--- src/rtl/wb_slave_splitter.sv ---
// wb_slave_splitter
// Wishbone classic slave-side splitter. It decodes wbs_adr_i[SEL_LSB +: SEL_W]
// to pick one of NUM_SLAVES downstream slaves and strobes that slave. The
// slave's acknowledge and read data go back to the master through registers.
//
// Optional feature: define WB_SPLIT_TIMEOUT_EN to build the BUSY-state
// watchdog. When it is defined, a slave that never acks is forced to complete
// with DEFAULT_DATA, and timeout_o / timeout_cnt_o report those completions.
// When it is undefined, BUSY waits indefinitely and both outputs read 0.
// Unmapped slave indices always complete with DEFAULT_DATA.
//
// Ports
//   wb_clk_i, wb_rst_i          clock, async active-high reset
//   wbs_cyc/stb/we/sel/adr/dat  master request
//   wbs_ack_o, wbs_dat_o        registered response to the master
//   s_cyc_o, s_stb_o            shared cycle, one-hot strobe to the slaves
//   s_we/sel/adr/dat_o          combinational broadcast of the master request
//   s_ack_i, s_dat_i            per-slave ack and read data (slave k at [32k+:32])
//   timeout_o                   one-cycle pulse on a forced completion
//   timeout_cnt_o               saturating count of forced completions
//
// state | meaning
// IDLE  | wait for cyc&stb, latch slave index
// BUSY  | strobe selected slave, wait for its ack (or the watchdog)
// RESP  | one-cycle ack to the master with the captured word

module wb_slave_splitter #(
  parameter int          NUM_SLAVES   = 4,
  parameter int          SEL_LSB      = 14,
  parameter int          SEL_W        = $clog2(NUM_SLAVES),
  parameter int          TIMEOUT      = 255,
  parameter logic [31:0] DEFAULT_DATA = 32'hDEADBEEF
) (
  input  logic                     wb_clk_i,
  input  logic                     wb_rst_i,
  input  logic                     wbs_cyc_i,
  input  logic                     wbs_stb_i,
  input  logic                     wbs_we_i,
  input  logic [3:0]               wbs_sel_i,
  input  logic [31:0]              wbs_adr_i,
  input  logic [31:0]              wbs_dat_i,
  output logic                     wbs_ack_o,
  output logic [31:0]              wbs_dat_o,
  output logic                     s_cyc_o,
  output logic [NUM_SLAVES-1:0]    s_stb_o,
  output logic                     s_we_o,
  output logic [3:0]               s_sel_o,
  output logic [31:0]              s_adr_o,
  output logic [31:0]              s_dat_o,
  input  logic [NUM_SLAVES-1:0]    s_ack_i,
  input  logic [32*NUM_SLAVES-1:0] s_dat_i,
  output logic                     timeout_o,
  output logic [7:0]               timeout_cnt_o
);

  typedef enum logic [1:0] {
    ST_IDLE = 2'd0,
    ST_BUSY = 2'd1,
    ST_RESP = 2'd2
  } state_t;

  // One extra bit so a non-power-of-two slave count compares correctly.
  localparam logic [SEL_W:0] NUM_S = (SEL_W+1)'(NUM_SLAVES);

  state_t           state_q, state_d;
  logic [SEL_W-1:0] idx_q, idx_d;
  logic [31:0]      dat_q, dat_d;
  logic [SEL_W-1:0] adr_idx;
  logic             mapped;
  logic             ack_sel;
  logic [31:0]      dat_sel;
  logic             tmo_fire;

  assign adr_idx = wbs_adr_i[SEL_LSB +: SEL_W];
  assign mapped  = ({1'b0, adr_idx} < NUM_S);

  assign s_we_o  = wbs_we_i;
  assign s_sel_o = wbs_sel_i;
  assign s_adr_o = wbs_adr_i;
  assign s_dat_o = wbs_dat_i;

  // Only the latched slave's ack and data are visible to the FSM.
  always_comb begin
    ack_sel = 1'b0;
    dat_sel = '0;
    for (int k = 0; k < NUM_SLAVES; k++) begin
      if (idx_q == SEL_W'(k)) begin
        ack_sel = s_ack_i[k];
        dat_sel = s_dat_i[32*k +: 32];
      end
    end
  end

  always_comb begin
    s_stb_o = '0;
    if (state_q == ST_BUSY) begin
      for (int k = 0; k < NUM_SLAVES; k++) begin
        s_stb_o[k] = (idx_q == SEL_W'(k));
      end
    end
  end

  assign s_cyc_o   = (state_q == ST_BUSY);
  assign wbs_ack_o = (state_q == ST_RESP);
  assign wbs_dat_o = dat_q;

  always_comb begin
    state_d = state_q;
    idx_d   = idx_q;
    dat_d   = dat_q;
    case (state_q)
      ST_IDLE: begin
        if (wbs_cyc_i && wbs_stb_i) begin
          idx_d = adr_idx;
          if (mapped) begin
            state_d = ST_BUSY;
          end else begin
            dat_d   = DEFAULT_DATA;
            state_d = ST_RESP;
          end
        end
      end
      ST_BUSY: begin
        // Abort beats ack; ack beats the watchdog.
        if (!wbs_cyc_i) begin
          state_d = ST_IDLE;
        end else if (ack_sel) begin
          dat_d   = dat_sel;
          state_d = ST_RESP;
        end else if (tmo_fire) begin
          dat_d   = DEFAULT_DATA;
          state_d = ST_RESP;
        end
      end
      ST_RESP: state_d = ST_IDLE;
      default: state_d = ST_IDLE;
    endcase
  end

  always_ff @(posedge wb_clk_i or posedge wb_rst_i) begin
    if (wb_rst_i) begin
      state_q <= ST_IDLE;
      idx_q   <= '0;
      dat_q   <= 32'h0;
    end else begin
      state_q <= state_d;
      idx_q   <= idx_d;
      dat_q   <= dat_d;
    end
  end

`ifdef WB_SPLIT_TIMEOUT_EN
  // Down-counter armed with TIMEOUT-1 on BUSY entry; reaching zero with no
  // ack is the same cycle as an up-count hitting TIMEOUT-1.
  localparam logic [15:0] TMR_LOAD = 16'(TIMEOUT - 1);

  logic [15:0] tmr_q;
  logic [7:0]  tcnt_q;

  assign tmo_fire = (state_q == ST_BUSY) && wbs_cyc_i && !ack_sel && (tmr_q == 16'd0);

  always_ff @(posedge wb_clk_i or posedge wb_rst_i) begin
    if (wb_rst_i) begin
      tmr_q <= 16'd0;
    end else if (state_q == ST_IDLE && state_d == ST_BUSY) begin
      tmr_q <= TMR_LOAD;
    end else if (state_q == ST_BUSY && state_d == ST_BUSY) begin
      tmr_q <= tmr_q - 16'd1;
    end else begin
      tmr_q <= 16'd0;
    end
  end

  always_ff @(posedge wb_clk_i or posedge wb_rst_i) begin
    if (wb_rst_i) begin
      tcnt_q <= 8'd0;
    end else if (tmo_fire && tcnt_q != 8'hFF) begin
      tcnt_q <= tcnt_q + 8'd1;
    end
  end

  assign timeout_o     = tmo_fire;
  assign timeout_cnt_o = tcnt_q;
`else
  // TIMEOUT has no effect without the watchdog.
  localparam logic [15:0] TMO_PARAM = 16'(TIMEOUT);
  logic unused_timeout;
  assign unused_timeout = ^TMO_PARAM;

  assign tmo_fire      = 1'b0;
  assign timeout_o     = 1'b0;
  assign timeout_cnt_o = 8'd0;
`endif

endmodule
--- config.mk ---
export PLATFORM = sky130hd
export DESIGN_NAME = wb_slave_splitter
export DESIGN_NICKNAME = d
export VERILOG_FILES = /design/src/rtl/wb_slave_splitter.sv
export SDC_FILE = /design/constraint.sdc
export NUM_CORES = 1
export LEC_CHECK = 0
export ABC_AREA = 1
export BUFFER_PORTS_ARGS = -buffer_cell sky130_fd_sc_hd__buf_4
export CORE_AREA = 5 5 120 122
export CTS_CLUSTER_SIZE = 30
export DETAILED_ROUTE_END_ITERATION = 10
export DIE_AREA = 0 0 125 127
export PLACE_DENSITY = 0.69
export SLEW_MARGIN = 20
export SYNTH_ARGS = -nofsm -noshare
export SYNTH_HDL_FRONTEND = slang
export SYNTH_SLANG_ARGS = --single-unit
--- constraint.sdc ---
create_clock -name wb_clk_i -period 1.5 [get_ports wb_clk_i]
set_clock_uncertainty 0.05 [all_clocks]
set_input_delay 0.225 -clock wb_clk_i [delete_from_list [all_inputs] [get_ports wb_clk_i]]
set_output_delay 0.225 -clock wb_clk_i [all_outputs]
set_load 0.02 [all_outputs]
==> out/qor.yml <==
synth_cell_type_count: 22
cts-root-buf: "clkbuf_16"
dr.pass1.iters: 4
cts_buffers: 5
status: "finished with violations"
grt-ovfl-total: 0
viasPerCell: 4.74
wl_per_cell_um: 16.8
synth_top_cell_by_area: "dfrtp_1"
cp_max_fo: 15
antenna_cells: 0
num_io_pins: 321
postSynthAreaPerCell_sq_um: 6.99
slew_viol_final: 0
path_clk_slew_ns: 0.06
wl_mm: 12.1
nets: 749
die_y_um: 127
dr_total_vias: 3419
crit_arrival_ns: 1.63
htree_num_levels: 2
p_leak_uw: 0.00225
period_share_pct: 101
cellPowerDensity_mw_per_mm2: 1510
critical_path_required_ns: 1.62
critPathKind: "flip-flop to flip-flop"
grt_max_degree: 39
cp-end-kind: "flip-flop"
final_common_cell: "buf_4"
power_uw: 6770
rsz0062_at_grt: "yes"
syn-cell-area_sq_mm: 0.00306
synth_top_area_share_pct: 29.4
ys_warn_count: 0
fin_ws_ns: -0.0121
grtUsageTotal_pct: 14.6
peakVddDrop_mv: 0.892
max_freq_mhz: 661
place_congestion: 0.800
dp_hpwl_mm: 9.27
coreArea_sq_mm: 0.0131
drt_iter0_markers: 149
clk_latency_ns: 0.28
start_util_pct: 23.4
final_cell_mix: "buf_4, nand3_1, nand2_1, dfrtp_1, nand4_1"
ys_seq_area_share_pct: 29.4
num_rows: 42
setup_viol: 3
drc: 0
worstSetupStartpointType: "flip-flop"
final_antenna_net_count: 0
syn_to_final_growth_pct: 46.0
hold_viol_final: 0
hold_path_class: "input pin to flip-flop"
setup_tns_ns: -0.0214
violations: "negative setup slack"
synthTopCellsByArea: "dfrtp_1, nand3_1, buf_4, nand2_1, nand4_1"
cts_buffer_depth: 2
cts_sinks: 36
grt_pass1_vias: 3536
max_cap_viol_count: 0
antenna_found_initial: 0
period_needed_ns: 1.51
port_buffers: 177
fillerInstances: 1389
dp_slack_ns: 0.0829
drive_gt1_share_pct: 42.6
die-width_um: 125
cts_tree: "built"
die-area_sq_mm: 0.0159
grt_pass1_wl_mm: 18.6
syn_inst: 438
synth-seq-cells: 36
==> power by group <==
part	leakage [uW]	total, uW	switching [uW]	internal [uW]
clock network	0.0000712	1060	399	663
logic	0.00172	3960	2220	1730
registers	0.000456	1750	324	1430
==> area by class of cell <==
class	count	area (sq um)	share of cell area [%]
Tap cell	176	220	4.92
Timing Repair Buffer	203	1710	38.3
Clock buffer	8	146	3.27
Inverter	8	32.5	0.727
Sequential cell	36	905	20.2
Multi-Input combinational cell	290	1460	32.6
==> repair_timing <==
action                     4_1_cts  5_1_grt
pin swaps                        0        2
hold endpoints to repair        15        0
setup buffers                    3        4
cloned                           1        0
hold buffers                     1        0
resized for setup               14       11
setup endpoints to repair        4       37
==> worst max-delay path, stage by stage (launching register included) <==
cell and delay (ns):
dfrtp_2 0.50, buf_12 0.17, nor2_4 0.11, nand2_2 0.08, nand3_2 0.09, nand3_4 0.09, buf_12 0.17, nand2_1 0.06
nand2_1 0.06
==> logic make-up after synthesis <==
group / share of synthesized area (%)
flip-flops: 29.4
AND/OR/NAND/NOR: 43.4
AO/OA/AOI/OAI: 0.654
buffers and inverters: 26.4
other: 0.122
==> layer usage <==
layer | track usage (%) | routed length [um] | vias up
met5 | 0 | 0 | -
met4 | 9.38 | 744 | 0
met3 | 5.38 | 1160 | 68
met2 | 24.2 | 5680 | 179
met1 | 15.9 | 4570 | 1559
li1 | - | - | 1613
==> through the flow <==
step / area (sq um) / util [%] / hold slack, ns / cells
after floorplan: 3100 / - / 0.334 / 446
after global placement: 4110 / 31.4 / 0.198 / 705
after detailed placement: 4110 / 31.4 / 0.204 / 705
after CTS: 4390 / 33.6 / 0.149 / 718
after global routing: 4470 / 34.2 / 0.178 / 721
final: 4470 / 34.2 / 0.159 / 721
==> registers in the layout (all words and copies together) (netlist names) <==
register,count
wbs_dat_o,32
state_q,2
idx_q,2
==> final timing paths <==
path	start	end	slack, ns	cells past startpoint
worst min register to register	wbs_dat_o[4]	wbs_dat_o[4]	0.43	2
min in group asynchronous	wb_rst_i	idx_q[0]	0.46	3
worst min-delay path	wbs_adr_i[15]	idx_q[1]	0.16	3
worst max-delay path	idx_q[0]	wbs_dat_o[2]	-0.01	8
worst max register to register	idx_q[0]	wbs_dat_o[2]	-0.01	8
max in group asynchronous	wb_rst_i	wbs_dat_o[16]	0.48	4
==> Yosys cell counts <==
cell        n
nand2_1    99
nor3_1      3
inv_2       1
nand4_2     1
buf_4      82
dfrtp_1    36
nor2_1      5
inv_1       6
o21ai_0     2
inv_4       1
clkbuf_1    7
nand3_4     1
or2_1       1
nor2_2      1
buf_2      20
buf_6       3
conb_1      1
nand3_2     1
nand4_1    32
nor2_4      1
a21oi_1     2
nand3_1   132
Power figures use the tool's default switching activity.
